`config.mk`:
```
export PLATFORM = sky130hd
export DESIGN_NAME = lcd_ctrl
export DESIGN_NICKNAME = d
export VERILOG_FILES = /design/src/rtl/lcd_ctrl.sv
export SDC_FILE = /design/constraint.sdc
export NUM_CORES = 1
export LEC_CHECK = 0
export BUFFER_PORTS_ARGS = -buffer_cell sky130_fd_sc_hd__buf_2
export CAP_MARGIN = 10
export CORE_UTILIZATION = 51
export CTS_BUF_LIST = sky130_fd_sc_hd__clkbuf_8
export DETAILED_ROUTE_END_ITERATION = 6
export GPL_ROUTABILITY_DRIVEN = 0
export GPL_TIMING_DRIVEN = 1
export HOLD_SLACK_MARGIN = 0.03
export PLACE_DENSITY = 0.86
export SLEW_MARGIN = 20
export SYNTH_ARGS = -nofsm -noshare
export SYNTH_HDL_FRONTEND = slang
export SYNTH_SLANG_ARGS = --single-unit
```
`constraint.sdc`:
```
create_clock -name clk -period 2.7 [get_ports clk]
set_clock_uncertainty 0.1 [all_clocks]
set_input_delay 0.27 -clock clk [delete_from_list [all_inputs] [get_ports clk]]
set_output_delay 0.27 -clock clk [all_outputs]
set_load 0.05 [all_outputs]
```
`src/rtl/lcd_ctrl.sv`:
```
// lcd_ctrl: device-bus responder that drains a byte FIFO into HD44780 bus cycles.
// Define LCD_CTRL_NIBBLE_EN to send each entry as two 4-bit transfers on lcd_d[7:4].
module lcd_ctrl #(
  parameter int BASE_ADDR  = 40,
  parameter int FIFO_DEPTH = 8,
  parameter int T_SETUP    = 2,
  parameter int T_PULSE    = 4,
  parameter int T_HOLD     = 2,
  parameter int T_CMD      = 40,
  parameter int T_CLR      = 1600
) (
  input  logic        clk,
  input  logic        reset,
  input  logic [31:0] bus_addr,
  input  logic [31:0] bus_wdata,
  input  logic        bus_wen,
  input  logic        bus_ren,
  output logic [31:0] bus_rdata,
  output logic        lcd_rs,
  output logic        lcd_rw,
  output logic        lcd_e,
  output logic [7:0]  lcd_d,
  output logic        irq
);

  localparam int AW = $clog2(FIFO_DEPTH);
  localparam int CW = AW + 1;
  localparam int TW = $clog2(T_CLR + T_CMD + T_SETUP + T_PULSE + T_HOLD + 1);

`ifdef LCD_CTRL_NIBBLE_EN
  typedef enum logic [2:0] {IDLE, SETUP, PULSE, HOLD, WAIT, GAP} state_t;
`else
  typedef enum logic [2:0] {IDLE, SETUP, PULSE, HOLD, WAIT} state_t;
`endif

  state_t        state;
  logic [TW-1:0] tmr;
  logic [8:0]    cur;
  logic [8:0]    mem [FIFO_DEPTH];
  logic [AW-1:0] wr_ptr;
  logic [AW-1:0] rd_ptr;
  logic [CW-1:0] count;
  logic          overflow;
  logic [31:0]   addr;
  logic          is_data;
  logic          is_stat;
  logic          empty;
  logic          full;
  logic          busy;
  logic          pop;
  logic          push;
  logic          wr_data;
  logic          is_clr;
  logic [8:0]    head;
  logic [7:0]    count8;
  logic          unused;
`ifdef LCD_CTRL_NIBBLE_EN
  logic          nib;
`endif

  assign addr    = {bus_addr[31:2], 2'b00};
  assign is_data = addr == 32'(BASE_ADDR);
  assign is_stat = addr == 32'(BASE_ADDR + 4);
  assign empty   = count == '0;
  assign full    = count == CW'(FIFO_DEPTH);
  assign busy    = state != IDLE;
  assign pop     = !busy && !empty;
  assign wr_data = bus_wen && is_data;
  // a pop on the same edge frees the slot, so a full FIFO still accepts
  assign push    = wr_data && (!full || pop);
  assign head    = mem[rd_ptr];
  assign count8  = 8'(count);
  assign is_clr  = !cur[8] && (cur[7:0] == 8'h01 || cur[7:0] == 8'h02);
  assign irq     = empty && !busy;
  assign lcd_rw  = 1'b0;
  assign unused  = ^{bus_addr[1:0], bus_wdata[31:9]};

  always_ff @(negedge clk) begin
    if (push) mem[wr_ptr] <= bus_wdata[8:0];
  end

  always_ff @(negedge clk or posedge reset) begin
    if (reset) begin
      wr_ptr    <= '0;
      rd_ptr    <= '0;
      count     <= '0;
      overflow  <= 1'b0;
      bus_rdata <= '0;
    end else begin
      if (push) wr_ptr <= wr_ptr + 1'b1;
      if (pop) rd_ptr <= rd_ptr + 1'b1;
      if (push && !pop) count <= count + 1'b1;
      else if (pop && !push) count <= count - 1'b1;
      if (wr_data && !push) overflow <= 1'b1;
      else if (bus_wen && is_stat && bus_wdata[0]) overflow <= 1'b0;
      if (bus_ren) begin
        unique case (1'b1)
          is_stat: bus_rdata <= {16'b0, count8, 4'b0,
                                 overflow, busy, full, empty};
          is_data: bus_rdata <= {23'b0, cur};
          default: bus_rdata <= '0;
        endcase
      end
    end
  end

  always_ff @(negedge clk or posedge reset) begin
    if (reset) begin
      state  <= IDLE;
      tmr    <= '0;
      cur    <= '0;
      lcd_rs <= 1'b0;
      lcd_e  <= 1'b0;
      lcd_d  <= '0;
`ifdef LCD_CTRL_NIBBLE_EN
      nib    <= 1'b0;
`endif
    end else begin
      unique case (state)
        IDLE: begin
          if (pop) begin
            cur    <= head;
            lcd_rs <= head[8];
`ifdef LCD_CTRL_NIBBLE_EN
            lcd_d  <= {head[7:4], 4'b0};
            nib    <= 1'b0;
`else
            lcd_d  <= head[7:0];
`endif
            tmr    <= TW'(T_SETUP - 1);
            state  <= SETUP;
          end
        end
        SETUP: begin
          if (tmr == '0) begin
            lcd_e <= 1'b1;
            tmr   <= TW'(T_PULSE - 1);
            state <= PULSE;
          end else begin
            tmr <= tmr - 1'b1;
          end
        end
        PULSE: begin
          if (tmr == '0) begin
            lcd_e <= 1'b0;
            tmr   <= TW'(T_HOLD - 1);
            state <= HOLD;
          end else begin
            tmr <= tmr - 1'b1;
          end
        end
        HOLD: begin
          if (tmr == '0) begin
`ifdef LCD_CTRL_NIBBLE_EN
            if (!nib) begin
              state <= GAP;
            end else begin
              tmr   <= is_clr ? TW'(T_CLR - 1) : TW'(T_CMD - 1);
              state <= WAIT;
            end
`else
            tmr   <= is_clr ? TW'(T_CLR - 1) : TW'(T_CMD - 1);
            state <= WAIT;
`endif
          end else begin
            tmr <= tmr - 1'b1;
          end
        end
        WAIT: begin
          if (tmr == '0) state <= IDLE;
          else tmr <= tmr - 1'b1;
        end
`ifdef LCD_CTRL_NIBBLE_EN
        // one dead cycle between nibbles while the low half is set up
        GAP: begin
          lcd_d <= {cur[3:0], 4'b0};
          nib   <= 1'b1;
          tmr   <= TW'(T_SETUP - 1);
          state <= SETUP;
        end
`endif
        default: state <= IDLE;
      endcase
    end
  end

endmodule

```
==> results_dict.tcl <==
set metrics [dict create \
    status "complete, but fails checks" \
    violations "setup timing" \
    syn_inst 404 \
    slew_headroom_pct 40.2 \
    grt-ovfl-total 0 \
    grt_first_pass_wirelength_mm 20.6 \
    arrival_ps 2310 \
    worst_slack_ps -818 \
    end_kind "register" \
    first_pass_iters 5 \
    swShare_pct 29.3 \
    ant_nets 0 \
    power_density_nw_per_um2 543 \
    cp.required_ps 1500 \
    crit_buf_inv 2 \
    clock-root-buffer "clkbuf_8" \
    fp-row-count 37 \
    n_antenna_cell 0 \
    start_util_pct 52.8 \
    grt_max_degree 30 \
    met2_usage_pct 42.4 \
    coreArea_um2 10300 \
    worst_setup_path_start_kind "input port" \
    layout.nets 682 \
    vias 4213 \
    die_area_um2 11100 \
    yosysWarnings 0 \
    wl_mm 14.1 \
    numPlacedInstances 626 \
    hold_viol 0 \
    worstMarginPinSlew_ps 896 \
    power_switching_mw 1.19 \
    numPortBuffers 65 \
    cts_sinks 119 \
    critPathSlowestCell "nor4_4" \
    use_met3_pct 9.28 \
    cp_slowest_stage_delay_ps 290 \
    synth_area_per_cell_um2 13.5 \
    nFillCells 622 \
    cts_buffers 17 \
    total_power_mw 4.06 \
    reg2reg_depth 12 \
    die_height_um 105 \
    worstPathMaxFanout 3 \
    hpwl_mm 8.11 \
    p_seq_share_pct 47.9 \
    place_ws_ps -1190 \
    antenna_found_initial 0 \
    grt-busiest-layer "met2" \
    drt_iter0_drc 272 \
    ys_async_sr_fraction_pct 39.5 \
    r2r-start "count[2]" \
    peakVddDrop_mv 0.583 \
    grt_usage_pct 25.1 \
    instances_no_fill 756 \
    worst-r2r-setup-slack_ps -180 \
    dpl_cell_area_um2 6270 \
    rsz0062_at_grt "true" \
    use_met1_pct 28.3 \
    postLayoutCellArea_um2 7470 \
    crit_family "simple AND/OR/NAND/NOR gates" \
    rr_endpoint "count[3]" \
    finalSetupViolCount 109 \
    syn_area_um2 5450 \
    area_growth_pct 36.9 \
    ys_seq_area_share_pct 61.2 \
    drive_gt1_share_pct 36.8 \
    crit_type "in2reg" \
    crit_path_end "count[3]" \
    ios 112 \
    cts_tree "done" \
    synth_edf_count 72 \
    layout.cells.most_common "inv_1" \
    slew_violations 0 \
    internal-power_mw 2.87 \
    ctsLongestPathBuffers 2 \
    synth.distinct_cells 59 \
    die_w_um 105 \
    clkPwrFrac_pct 48.1 \
    synth_seq_cells 119 \
    combPwrFrac_pct 4.0 \
    avgRoutedWirePerCell_um 18.7 \
    drv_cap 0 \
    mostFrequentLayoutCells "inv_1, edfxtp_1, buf_4" \
    ys.flop_type "edfxtp_1" \
    drcViolationCount 0 \
    cts.reportedPaths.clkPinSlew_ps 50 \
    routed_via_density 5.57 \
    h-tree-depth 4 \
    hold_path.class "reg2reg" \
    worst-path-stages 12 \
    grt_pass1_vias 4300 \
    crit_path_cell_trace "buf_6, nor4b_4, nand4_1, nor4_4, ha_2, inv_2, ha_4, a21o_1, a21oi_2, xnor2_1, nor2_1, xor2_1" \
    p_leak_nw 3.23 \
    cp-startpoint "bus_addr[4]" \
    clk_latency_ps 470 \
]
-- Yosys cell counts, types with 5 or more instances --
cell type  number  area (µm²)
nand2_1        24        90.1
edfxtp_1       72        2160
nor2_1         26        97.6
nand2b_1        6        37.5
inv_1          21        78.8
buf_4          22         165
nor3_1          9        45.0
clkbuf_1        8        30.0
nor4_1          7        43.8
mux2_2          5        56.3
xnor2_1         7        61.3
mux2i_1        10         100
o21ai_1        13        65.1
a21oi_1        16        80.1
nand3_1         9        45.0
o22ai_1         9        56.3
mux4_2         18         405
dfrtn_1        47        1180
ha_1            6        75.1
-- final cells by class --
class | instances | area [µm²] | area share, %
clock buffers | 17 | 234 | 3.13
clock inverters | 87 | 408 | 5.46
inverters | 21 | 82.6 | 1.11
multi-input cells | 247 | 2120 | 28.4
flip-flops and latches | 119 | 3340 | 44.7
well taps | 136 | 170 | 2.28
repair buffers | 129 | 1120 | 14.9
-- state kept, by name, summed over array words and instances, names as in the netlist --
name	flops
overflow	1
lcd_rs	1
mem	72
bus_rdata	12
count	4
rd_ptr	3
cur	1
tmr	11
lcd_d	7
state	3
lcd_e	1
wr_ptr	3
-- worst min-delay path by stage --
stage / start / to / depth (start not counted)
floorplan: tmr[0] / tmr[0] / 1
global placement: tmr[0] / tmr[0] / 1
detailed placement: tmr[0] / tmr[0] / 1
CTS: tmr[0] / tmr[0] / 1
global route: tmr[0] / tmr[0] / 1
finish: tmr[0] / tmr[0] / 1
-- repair_timing --
action                     in CTS  in global routing
gates resized for setup        61                 23
setup endpoints to repair     101                115
pin swaps                      10                 10
hold buffers                    0                  0
buffers inserted               18                 10
-- through the flow --
stage	hold WS [ps]	TNS, ps	util (%)
finish	375	-39330	72.3
floorplan	314	-58480	-
detailed placement	362	-77820	60.8
global placement	338	-70860	60.8
CTS	364	-28330	70.4
global route	409	-43670	72.3
-- power by group through the flow --
stage | Sequential (mW) | Combinational [mW] | Clock [mW]
after CTS | 1.95 | 0.152 | 1.98
final | 1.95 | 0.161 | 1.95
after floorplan | 1.97 | 0.113 | 0.161
after global placement | 1.97 | 0.141 | 0.161
after global routing | 1.94 | 0.171 | 2.15
after detailed placement | 1.97 | 0.145 | 0.161
-- logic make-up (layout without fill, tap and decap cells) --
logic type / Yosys count / in the layout / synth area share (%)
AND/OR/NAND/NOR: 111 / 111 / 11.3
flip-flops: 119 / 119 / 61.2
multiplexers: 34 / 34 / 10.5
adder cells (fa/ha/maj): 7 / 7 / 1.74
AO/OA/AOI/OAI: 63 / 63 / 7.64
XOR/XNOR: 11 / 11 / 1.77
buffers and inverters: 58 / 254 / 5.71
other: 1 / 21 / 0.0688
-- routing by layer --
metal,share of wire (%),vias up
met5,0,-
met4,2.9,0
met3,6.8,36
met2,54,211
met1,37,2082
li1,-,1884
No activity file was read; power rests on OpenSTA's default activity.
